--- src/rtl/pipeline_branch_resolve.sv ---
`default_nettype none
// ============================================================================
// Module      : pipeline_branch_resolve
// Description : EX-stage branch/JAL/JALR resolution, fetch redirect, squash
//               of wrong-path slots and control-transfer statistics.
// Revision    : 1.0 - initial release
// ============================================================================
module pipeline_branch_resolve #(
    parameter int SQUASH_CYCLES = 2
) (
    input  logic        clk_i,
    input  logic        reset_ni,
    input  logic        valid_i,
    input  logic        is_branch_i,
    input  logic        is_jal_i,
    input  logic        is_jalr_i,
    input  logic [2:0]  funct3_i,
    input  logic [31:0] pc_i,
    input  logic [31:0] rs1_data_i,
    input  logic [31:0] rs2_data_i,
    input  logic [31:0] imm_i,
    output logic        pc_select_o,
    output logic [31:0] pc_new_o,
    output logic        flush_o,
    output logic [31:0] link_o,
    output logic        misaligned_o,
    output logic [31:0] branch_count_o,
    output logic [31:0] taken_count_o
);

    typedef enum logic [0:0] {
        ST_IDLE   = 1'b0,
        ST_SQUASH = 1'b1
    } state_t;

    localparam logic [2:0] SQUASH_LOAD = 3'(SQUASH_CYCLES - 1);

    state_t      state_q, state_d;
    logic [2:0]  squash_cnt_q, squash_cnt_d;
    logic        pc_select_q, pc_select_d;
    logic [31:0] pc_new_q, pc_new_d;
    logic        flush_q, flush_d;
    logic [31:0] link_q, link_d;
    logic        misaligned_q, misaligned_d;
    logic [31:0] branch_count_q, branch_count_d;
    logic [31:0] taken_count_q, taken_count_d;

    logic        cond_true;
    logic [31:0] pc_sum;
    logic [31:0] rs_sum;
    logic [31:0] target;
    logic        taken;
    logic        accept;
    logic        redirect;
    logic        misaligned;

    always_comb begin
        cond_true = 1'b0;
        case (funct3_i)
            3'b000:  cond_true = (rs1_data_i == rs2_data_i);
            3'b001:  cond_true = (rs1_data_i != rs2_data_i);
            3'b100:  cond_true = ($signed(rs1_data_i) <  $signed(rs2_data_i));
            3'b101:  cond_true = ($signed(rs1_data_i) >= $signed(rs2_data_i));
            3'b110:  cond_true = (rs1_data_i <  rs2_data_i);
            3'b111:  cond_true = (rs1_data_i >= rs2_data_i);
            default: cond_true = 1'b0;
        endcase
    end

    // JALR wins over JAL, which wins over a conditional branch
    assign pc_sum     = pc_i + imm_i;
    assign rs_sum     = rs1_data_i + imm_i;
    assign target     = is_jalr_i ? {rs_sum[31:1], 1'b0} : pc_sum;
    assign taken      = is_jalr_i | is_jal_i | (is_branch_i & cond_true);
    assign accept     = valid_i & (state_q == ST_IDLE) & (is_branch_i | is_jal_i | is_jalr_i);
    assign redirect   = accept & taken & (target[1:0] == 2'b00);
    assign misaligned = accept & taken & (target[1:0] != 2'b00);

    always_comb begin
        state_d        = state_q;
        squash_cnt_d   = squash_cnt_q;
        pc_select_d    = 1'b0;
        pc_new_d       = pc_new_q;
        flush_d        = 1'b0;
        link_d         = link_q;
        misaligned_d   = misaligned;
        branch_count_d = branch_count_q + {31'd0, accept};
        taken_count_d  = taken_count_q + {31'd0, redirect};

        case (state_q)
            ST_IDLE: begin
                if (redirect) begin
                    pc_select_d  = 1'b1;
                    pc_new_d     = target;
                    flush_d      = 1'b1;
                    squash_cnt_d = SQUASH_LOAD;
                    state_d      = (SQUASH_CYCLES == 1) ? ST_IDLE : ST_SQUASH;
                end
            end
            ST_SQUASH: begin
                // Counter hits zero on the last flushed cycle; leave on the next edge
                if (squash_cnt_q == 3'd0) begin
                    state_d = ST_IDLE;
                end else begin
                    flush_d      = 1'b1;
                    squash_cnt_d = squash_cnt_q - 3'd1;
                end
            end
            default: state_d = ST_IDLE;
        endcase

        if (accept && (is_jal_i || is_jalr_i)) begin
            link_d = pc_i + 32'd4;
        end
    end

    always_ff @(posedge clk_i or negedge reset_ni) begin
        if (!reset_ni) begin
            state_q        <= ST_IDLE;
            squash_cnt_q   <= 3'd0;
            pc_select_q    <= 1'b0;
            pc_new_q       <= 32'd0;
            flush_q        <= 1'b0;
            link_q         <= 32'd0;
            misaligned_q   <= 1'b0;
            branch_count_q <= 32'd0;
            taken_count_q  <= 32'd0;
        end else begin
            state_q        <= state_d;
            squash_cnt_q   <= squash_cnt_d;
            pc_select_q    <= pc_select_d;
            pc_new_q       <= pc_new_d;
            flush_q        <= flush_d;
            link_q         <= link_d;
            misaligned_q   <= misaligned_d;
            branch_count_q <= branch_count_d;
            taken_count_q  <= taken_count_d;
        end
    end

    assign pc_select_o    = pc_select_q;
    assign pc_new_o       = pc_new_q;
    assign flush_o        = flush_q;
    assign link_o         = link_q;
    assign misaligned_o   = misaligned_q;
    assign branch_count_o = branch_count_q;
    assign taken_count_o  = taken_count_q;

endmodule
`default_nettype wire

--- config.mk ---
export PLATFORM = sky130hd
export DESIGN_NAME = pipeline_branch_resolve
export DESIGN_NICKNAME = d
export VERILOG_FILES = /design/src/rtl/pipeline_branch_resolve.sv
export SDC_FILE = /design/constraint.sdc
export NUM_CORES = 1
export LEC_CHECK = 0
export ABC_AREA = 1
export CAP_MARGIN = 20
export CORE_MARGIN = 10
export CORE_UTILIZATION = 25
export DETAILED_ROUTE_END_ITERATION = 16
export GPL_ROUTABILITY_DRIVEN = 0
export PLACE_DENSITY = 0.51
export SYNTH_ARGS = -nofsm -noshare
export SYNTH_HDL_FRONTEND = slang
export SYNTH_SLANG_ARGS = --single-unit
--- constraint.sdc ---
create_clock -name clk_i -period 4.9 [get_ports clk_i]
set_clock_uncertainty 0.2 [all_clocks]
set_input_delay 0.98 -clock clk_i [delete_from_list [all_inputs] [get_ports clk_i]]
set_output_delay 0.98 -clock clk_i [all_outputs]
set_load 0.01 [all_outputs]
==> flow_metrics.py, run 1 <==
metrics = {
    "outcome": {
        "status": "complete, no violations",
    },
    "worst_setup_path": {
        "reg2regPathDepth": 17,
        "crit_path_max_incr_delay_ns": 0.45,
        "worst_ep_arrival_time_ns": 4.78,
        "r2r_end": "branch_count_o[30]",
        "setup.worst_path.start": "rs2_data_i[13]",
        "worstPathMaxFanout": 4,
        "endpoint": "taken_count_o[23]",
        "rr_startpoint": "flush_o",
        "endpoint_kind": "register",
        "start_kind": "primary input",
        "slowest_stage": "clkdlybuf4s50_1",
        "required_ns": 5.05,
        "cp_common_cell": "nand2_2",
        "rrSetupSlack_ns": 1.54,
        "path_class": "primary input to register",
    },
    "sta": {
        "worstMarginPinSlew_ns": 0.798,
        "max_freq_mhz": 216,
        "maxSlewViolCount": 0,
        "finalCriticalPeriod_ns": 4.63,
        "max_slew_margin_pct": 46.8,
        "setup_viol": 0,
        "finalCritPeriodShare_pct": 94.5,
        "hold_violations": 0,
        "fin_tns_setup_ns": 0,
    },
    "power": {
        "leakagePower_nw": 7.48,
        "vdd.ir_drop.worst_mv": 0.203,
        "p_per_area_nw_per_um2": 334,
    },
    "clock_network": {
        "hold_buffers": 0,
        "cts_tree": "yes",
        "cts.htree.levels": 4,
        "cts.sinks": 134,
        "clockBufferDepth": 2,
        "clk_latency_ns": 0.42,
        "cts_root_buf": "clkbuf_16",
        "cts_buffers": 17,
        "cts.clk_slew.worst_paths_ns": 0.06,
    },
    "yosys": {
        "synthAdderAreaFrac_pct": 12.0,
        "synth.area.top_cells": "dfrtp_1 31%, nand2_1 14%, ha_1 12%",
        "syn_inst": 1512,
        "ys_warn_count": 0,
        "ys_seq_area_share_pct": 31.0,
        "yosysTopAreaCellShare_pct": 31.0,
        "yosys.cell_types.count": 44,
        "synth_top_family_by_area": "simple AND/OR/NAND/NOR gates",
        "synthesis.nets": 1751,
        "syn_avg_cell_area_um2": 7.14,
        "synthSimpleGateAreaFrac_pct": 26.8,
        "synth_edf_count": 0,
        "synthXorXnorAreaFrac_pct": 8.68,
        "synthMuxAreaShare_pct": 0.197,
        "synth_area_um2": 10800,
        "dominantRegCellSynth": "dfrtp_1",
        "synth_area_leader_cell": "dfrtp_1",
        "synth_async_sr_flop_share_pct": 100,
        "synth-compound-area-share_pct": 13.9,
        "yosys_register_bits": 134,
    },
    "final_layout": {
        "layout_commonest_cell": "nand2_1",
        "area_growth_pct": 43.7,
        "post_route_cells_drive_above_1_share_pct": 8.15,
        "register_area_um2": 3350,
        "fill_cells": 4539,
        "finalNonFillerCells": 2452,
        "final_cell_mix": "398 x nand2_1, 261 x clkdlybuf4s50_1, 177 x inv_1, 134 x dfrtp_1, 131 x nor2_1",
        "final_nets": 2092,
        "multi_input_area_um2": 6860,
    },
    "detailed_routing": {
        "ant_nets": 0,
        "via_count": 11300,
        "drtPass1Iterations": 5,
        "wl_per_cell_um": 17.2,
        "drt-vias-per-instance": 4.59,
        "route.detailed.drc": 0,
        "routed_wl_um": 42200,
        "drt_iter0_drc": 637,
    },
    "floorplan": {
        "die_y_um": 228,
        "fp.dieW_um": 228,
        "ios": 268,
        "core_area_um2": 42900,
        "num_rows": 76,
        "start_util_pct": 25.2,
        "die_area_um2": 51900,
    },
    "worst_hold_path": {
        "hold_path.startpoint": "branch_count_o[31]",
        "hold_path_class": "register to register",
    },
    "grt": {
        "grt_max_degree": 85,
        "grt_pass1_vias": 11300,
        "antenna_found_initial": 1,
        "grt_overflow": 0,
        "grt_usage_pct": 15.6,
        "grt_pass1_wl_um": 63800,
    },
    "placement": {
        "placed_cells": 2413,
        "port_buffers": 267,
        "hpwl_um": 35800,
    },
    "job": {
        "max_cap_violations": 0,
    },
}
per-stage QoR:
step / setup slack (ns) / cell area, um^2 / hold WS (ns) / total power [mW] / util, %
5_1_grt: -0.0328 / 15500 / 0.301 / 5.52 / 36.2
6_report: 0.268 / 15500 / 0.269 / 5.19 / 36.2
4_1_cts: 0.0415 / 15300 / 0.270 / 5.23 / 35.6
3_5_place_dp: -0.407 / 14600 / 0.260 / 3.77 / 34.1
3_3_place_gp: -0.325 / 14600 / 0.257 / 3.75 / 34.1
2_1_floorplan: 0.203 / 10800 / 0.269 / 2.54 / -
synth_stat cells, types with 2 or more instances:
cell type	instances
a221oi_1	3
a21oi_1	112
nand3b_1	5
o211ai_1	3
ha_1	100
nor2_2	2
dfrtp_1	134
o21bai_1	10
o22ai_1	2
nand2_1	405
o21ai_0	99
nor2_1	139
clkbuf_1	9
nor4_2	2
nand4_1	33
buf_1	3
o221ai_1	2
fa_1	2
inv_1	181
o21a_1	5
xor2_1	70
nor4_1	4
o21ai_1	7
buf_2	2
nand3_1	65
a21boi_0	4
a21o_1	15
nor3_2	5
a31oi_1	7
buf_6	5
nor3_1	28
xnor2_1	37
how the worst min path moves through the flow:
stage | to | depth (start not counted)
CTS | branch_count_o[31] | 1
finish | branch_count_o[31] | 1
global placement | branch_count_o[31] | 1
floorplan | squash_cnt_q[1] | 2
detailed placement | branch_count_o[31] | 1
global route | pc_new_o[2] | 2
cell families (layout without fill, tap and decap cells):
kind of cell	after synthesis	in the layout
other	0	1
adders and majority gates	102	102
xor gates and xnor gates	107	107
DFF	134	134
AOI/OAI and AO/OA	273	273
and+or+nand+nor	692	692
buffers and inverters	202	556
muxes	2	2
power by group:
group          switching, mW  internal [mW]  leakage (nW)  total (mW)
Clock                  0.522          0.909         0.312        1.43
Combinational           1.13          0.998          5.45        2.13
Sequential             0.210           1.42          1.72        1.62
Total                   1.86           3.32          7.48        5.19
worst max-delay path: cells and delay by family:
| kind | cells | cell delay, ns |
|---|---|---|
| AOI/OAI and AO/OA | 2 | 0.24 |
| xor gates and xnor gates | 1 | 0.13 |
| adders and majority gates | 2 | 0.44 |
| buffers and inverters | 9 | 1.09 |
| and+or+nand+nor | 16 | 1.90 |
state kept, by name, indices dropped and copies added, names as in the netlist:
register        flops
branch_count_o     32
flush_o             1
link_o             32
misaligned_o        1
pc_new_o           32
pc_select_o         1
squash_cnt_q        3
taken_count_o      32
layout make-up:
cell class / instances / share of cell area, %
Antenna cell: 1 / 0.0161
Clock buffer: 18 / 2.76
Clock inverter: 14 / 1.43
Inverter: 183 / 4.42
Multi-Input combinational cell: 1176 / 44.2
Sequential cell: 134 / 21.6
Tap cell: 585 / 4.72
Timing Repair Buffer: 341 / 20.9
layer usage:
layer | track usage [%] | share of wire [%]
met3 | 3.14 | 5.8
met5 | 0 | 0
met1 | 19.7 | 45
met4 | 4.10 | 1.8
met2 | 26.7 | 47
what timing repair did:
item | 4_1_cts | 5_1_grt
buffers inserted | 0 | 6
resized for setup | 0 | 47
endpoints found under the setup margin | 0 | 17
endpoints found under the hold margin | 0 | 0
Power figures use the tool's default switching activity.
==> run 2: changes to the inputs <==
--- a/config.mk
+++ b/config.mk
@@ -8,10 +8,10 @@
 export ABC_AREA = 1
 export CAP_MARGIN = 20
 export CORE_MARGIN = 10
-export CORE_UTILIZATION = 25
+export CORE_UTILIZATION = 51
 export DETAILED_ROUTE_END_ITERATION = 16
 export GPL_ROUTABILITY_DRIVEN = 0
-export PLACE_DENSITY = 0.51
+export PLACE_DENSITY = 0.87
 export SYNTH_ARGS = -nofsm -noshare
 export SYNTH_HDL_FRONTEND = slang
 export SYNTH_SLANG_ARGS = --single-unit
==> flow_metrics.py, run 2 (synthesized netlist as in run 1, its figures left out) <==
metrics = {
    "power": {
        "p_per_area_nw_per_um2": 337,
        "leakagePower_nw": 7.45,
        "vdd.ir_drop.worst_mv": 0.268,
    },
    "floorplan": {
        "num_rows": 53,
        "die_y_um": 166,
        "ios": 268,
        "die_area_um2": 27400,
        "start_util_pct": 51.5,
        "core_area_um2": 21000,
        "fp.dieW_um": 166,
    },
    "final_layout": {
        "post-route-util_pct": 72.1,
        "final_cell_mix": "394 x nand2_1, 262 x clkdlybuf4s50_1, 173 x inv_1, 134 x dfrtp_1, 131 x nor2_1",
        "multi_input_area_um2": 6910,
        "register_area_um2": 3350,
        "final_nets": 2084,
        "fin_area_um2": 15100,
        "area_growth_pct": 40.0,
        "fill_cells": 1650,
        "post_route_cells_drive_above_1_share_pct": 8.56,
        "layout_commonest_cell": "nand2_1",
    },
    "clock_network": {
        "clockBufferDepth": 2,
        "cts.clk_slew.worst_paths_ns": 0.06,
        "cts_buffers": 17,
        "cts_tree": "yes",
        "cts.htree.levels": 4,
        "cts.sinks": 134,
        "clk_latency_ns": 0.42,
        "cts_root_buf": "clkbuf_16",
        "hold_buffers": 0,
    },
    "worst_setup_path": {
        "required_ns": 5.03,
        "worstPathMaxFanout": 3,
        "rr_startpoint": "flush_o",
        "setup.worst_path.start": "rs2_data_i[31]",
        "slowest_stage": "clkdlybuf4s50_1",
        "endpoint": "taken_count_o[27]",
        "r2r_end": "taken_count_o[27]",
        "worst_ep_arrival_time_ns": 5.03,
        "path_class": "primary input to register",
        "endpoint_kind": "register",
        "crit_path_max_incr_delay_ns": 0.46,
        "start_kind": "primary input",
        "cp_common_cell": "nand2_2",
        "rrSetupSlack_ns": 1.53,
        "reg2regPathDepth": 20,
    },
    "grt": {
        "grt_pass1_wl_um": 59000,
        "grt_pass1_vias": 11800,
        "grt_usage_pct": 26.8,
        "grt_max_degree": 110,
        "antenna_found_initial": 2,
        "grt_overflow": 0,
    },
    "detailed_routing": {
        "wl_per_cell_um": 17.5,
        "drt-vias-per-instance": 5.51,
        "route.detailed.drc": 0,
        "via_count": 11800,
        "drt_iter0_drc": 1159,
        "routed_wl_um": 37400,
        "ant_nets": 0,
        "drtPass1Iterations": 6,
    },
    "sta": {
        "finalCriticalPeriod_ns": 4.90,
        "hold_violations": 0,
        "worstMarginPinSlew_ns": 0.968,
        "max_slew_margin_pct": 35.5,
        "setup_viol": 1,
        "max_freq_mhz": 204,
        "finalCritPeriodShare_pct": 100,
        "setup_ws_ns": -0.000480,
        "maxSlewViolCount": 0,
    },
    "placement": {
        "hpwl_um": 30000,
        "port_buffers": 267,
        "postPlaceCellArea_um2": 14200,
    },
    "outcome": {
        "status": "finished with violations",
        "failed_checks": "setup timing",
    },
    "job": {
        "max_cap_violations": 0,
    },
    "worst_hold_path": {
        "hold_path_class": "register to register",
    },
}
-- run 2: area by class of cell --
class | instances | area share, %
Inverter | 183 | 4.56
Sequential cell | 134 | 22.2
Antenna cell | 2 | 0.0331
Tap cell | 275 | 2.28
Clock inverter | 15 | 1.42
Timing Repair Buffer | 333 | 21.0
Multi-Input combinational cell | 1176 | 45.7
Clock buffer | 17 | 2.81
-- run 2: timing repair --
| item | in CTS | in global routing |
|---|---|---|
| pin swaps | 0 | 16 |
| endpoints found under the setup margin | 5 | 19 |
| setup buffers | 0 | 6 |
| resized for setup | 3 | 61 |
-- run 2: worst max-delay path: cells and delay by family --
family          cells  cell delay (ns)
simple gates       19             2.32
buf+inv             8             1.01
fa+ha+maj           2             0.42
xor+xnor            1             0.19
compound gates      1             0.08
-- run 2: power by group --
group	internal (mW)	switching (mW)	total, mW
clock network	0.866	0.522	1.39
registers	1.42	0.211	1.63
logic	0.994	1.09	2.08
total	3.28	1.82	5.10
-- run 2: how the worst min path moves through the flow --
stage	slack (ns)	from	end	depth (start not counted)
after detailed placement	0.26	link_o[0]	link_o[0]	2
after global routing	0.29	taken_count_o[31]	taken_count_o[31]	1
after global placement	0.26	branch_count_o[31]	branch_count_o[31]	1
after CTS	0.27	taken_count_o[31]	taken_count_o[31]	1
after floorplan	0.27	squash_cnt_q[1]	squash_cnt_q[1]	2
final	0.27	taken_count_o[31]	taken_count_o[31]	1
-- run 2: routing by layer --
layer	track usage, %	vias to the layer above	share of wire [%]
li1	-	5672	-
met4	10.1	0	3.1
met5	0	-	0
met3	6.62	89	10
met1	31.5	5409	39
met2	46.2	597	48
-- run 2: per-stage QoR --
| stage | setup WS, ns | hold slack (ns) | power [mW] | cells | TNS [ns] |
|---|---|---|---|---|---|
| after floorplan | 0.203 | 0.269 | 2.54 | 1512 | 0 |
| after global placement | -0.166 | 0.255 | 3.61 | 2095 | -0.839 |
| after detailed placement | -0.373 | 0.260 | 3.67 | 2095 | -3.91 |
| after CTS | 0.00216 | 0.273 | 5.07 | 2127 | 0 |
| after global routing | -0.241 | 0.292 | 5.39 | 2134 | -1.52 |
| final | -0.000480 | 0.270 | 5.10 | 2135 | -0.000480 |
==> run 3: changes to the inputs <==
--- a/config.mk
+++ b/config.mk
@@ -11,7 +11,9 @@
 export CORE_UTILIZATION = 51
 export DETAILED_ROUTE_END_ITERATION = 16
 export GPL_ROUTABILITY_DRIVEN = 0
+export GPL_TIMING_DRIVEN = 0
 export PLACE_DENSITY = 0.87
+export SLEW_MARGIN = 10
 export SYNTH_ARGS = -nofsm -noshare
 export SYNTH_HDL_FRONTEND = slang
 export SYNTH_SLANG_ARGS = --single-unit
==> flow_metrics.py, run 3 (synthesized netlist as in run 1, its figures left out) <==
metrics = {
    "job": {
        "max_cap_violations": 0,
    },
    "sta": {
        "finalCriticalPeriod_ns": 4.74,
        "setup_viol": 0,
        "max_slew_margin_pct": 49.7,
        "hold_violations": 0,
        "max_freq_mhz": 211,
        "worstMarginPinSlew_ns": 0.747,
        "maxSlewViolCount": 0,
        "fin_tns_setup_ns": 0,
        "finalCritPeriodShare_pct": 96.7,
    },
    "clock_network": {
        "cts_buffers": 17,
        "cts.htree.levels": 4,
        "clk_latency_ns": 0.41,
        "clockBufferDepth": 2,
        "cts_root_buf": "clkbuf_16",
        "cts.clk_slew.worst_paths_ns": 0.06,
        "cts.sinks": 134,
        "cts_tree": "yes",
    },
    "worst_setup_path": {
        "path_class": "primary input to register",
        "crit_path_max_incr_delay_ns": 0.46,
        "crit_family": "simple AND/OR/NAND/NOR gates",
        "worstSetupPathDepth": 30,
        "start_kind": "primary input",
        "worstPathMaxFanout": 3,
        "endpoint_kind": "register",
        "slowest_stage": "clkdlybuf4s50_1",
        "reg2regPathDepth": 20,
        "worst_ep_arrival_time_ns": 4.83,
        "required_ns": 4.99,
        "worst-path-buf-inv": 5,
    },
    "final_layout": {
        "area_growth_pct": 38.1,
        "post-route-util_pct": 71.2,
        "final_nets": 2052,
        "final_cell_mix": "398 x nand2_1, 250 x clkdlybuf4s50_1, 172 x inv_1, 134 x dfrtp_1, 130 x nor2_1",
        "finalNonFillerCells": 2101,
        "fin_area_um2": 14900,
        "post_route_cells_drive_above_1_share_pct": 6.36,
        "layout_commonest_cell": "nand2_1",
    },
    "placement": {
        "port_buffers": 266,
        "postPlaceCellArea_um2": 13800,
        "hpwl_um": 30200,
        "placed_cells": 2054,
    },
    "grt": {
        "grt_usage_pct": 26.1,
        "antenna_found_initial": 1,
        "grt_max_degree": 83,
        "grt_overflow": 0,
        "grt_pass1_vias": 11500,
        "grt_pass1_wl_um": 57200,
    },
    "power": {
        "vdd.ir_drop.worst_mv": 0.207,
        "p_per_area_nw_per_um2": 339,
        "power_mw": 5.06,
        "leakagePower_nw": 7.36,
    },
    "floorplan": {
        "num_rows": 53,
        "core_area_um2": 21000,
        "die_area_um2": 27400,
        "fp.dieW_um": 166,
        "start_util_pct": 51.5,
        "die_y_um": 166,
        "ios": 268,
    },
    "detailed_routing": {
        "ant_nets": 0,
        "route.detailed.drc": 0,
        "wl_per_cell_um": 18.0,
        "drt_iter0_drc": 1092,
        "routed_wl_um": 37700,
        "via_count": 11700,
        "drtPass1Iterations": 6,
        "drt-vias-per-instance": 5.59,
    },
    "worst_hold_path": {
        "holdPathStages": 1,
        "hold_path_class": "register to register",
    },
    "outcome": {
        "status": "complete, no violations",
    },
}
[run 3: path summary, 6_finish.rpt]
| kind | to | start | slack (ns) |
|---|---|---|---|
| worst max-delay path | taken_count_o[30] | rs2_data_i[13] | 0.16 |
| worst min-delay path | branch_count_o[31] | branch_count_o[31] | 0.27 |
| worst max register to register | taken_count_o[30] | flush_o | 1.16 |
| worst min register to register | branch_count_o[31] | branch_count_o[31] | 0.27 |
| max in group asynchronous | link_o[28] | reset_ni | 3.40 |
| min in group asynchronous | taken_count_o[15] | reset_ni | 0.32 |
[run 3: timing repair]
item                                   in CTS  in global routing
endpoints found under the hold margin       0                  0
buffers inserted                            8                  8
hold buffers                                0                  0
setup endpoints to repair                  20                 17
gates resized for setup                    25                 58
pin swaps                                   8                 27
[run 3: per-layer routing]
| layer | routed length [um] | track usage (%) | up-vias |
|---|---|---|---|
| met4 | 1400 | 11.7 | 0 |
| met2 | 18100 | 45.0 | 612 |
| met3 | 3490 | 4.91 | 130 |
| met5 | 0 | 0 | - |
| li1 | - | - | 5605 |
| met1 | 14700 | 30.9 | 5391 |
[run 3: layout make-up]
class / count / area (um^2)
Fill cell: 1605 / 6040
Antenna cell: 1 / 2.50
Timing Repair Buffer: 283 / 2850
Buffer: 18 / 106
Inverter: 183 / 692
Clock buffer: 20 / 467
Multi-Input combinational cell: 1176 / 6950
Clock inverter: 11 / 148
Tap cell: 275 / 344
Sequential cell: 134 / 3350
[run 3: report_power, final]
part	switching, mW	internal, mW
clock network	0.483	0.840
registers	0.222	1.42
logic	1.10	0.990
total	1.81	3.25
[run 3: worst register-to-register path, cell delays in order (launching register included)]
cell	delay [ns]
dfrtp_1	0.45
nor2_1	0.14
inv_1	0.08
nor2_1	0.49
inv_1	0.26
nand2_4	0.13
nand2_4	0.07
clkinv_4	0.10
ha_4	0.15
ha_2	0.21
nand3_4	0.10
nor2_4	0.13
and3_4	0.21
nand3_4	0.09
nor2_4	0.13
inv_1	0.08
nor2_2	0.14
nand2_2	0.10
nor3_2	0.12
nand2_1	0.10
xnor2_1	0.13
[run 3: per-stage QoR]
stage | worst slack [ns] | hold slack (ns)
final | 0.164 | 0.273
after global routing | -0.0773 | 0.283
after CTS | -0.0136 | 0.277
after detailed placement | -1.22 | 0.264
after global placement | -2.46 | 0.255
after floorplan | 0.203 | 0.269
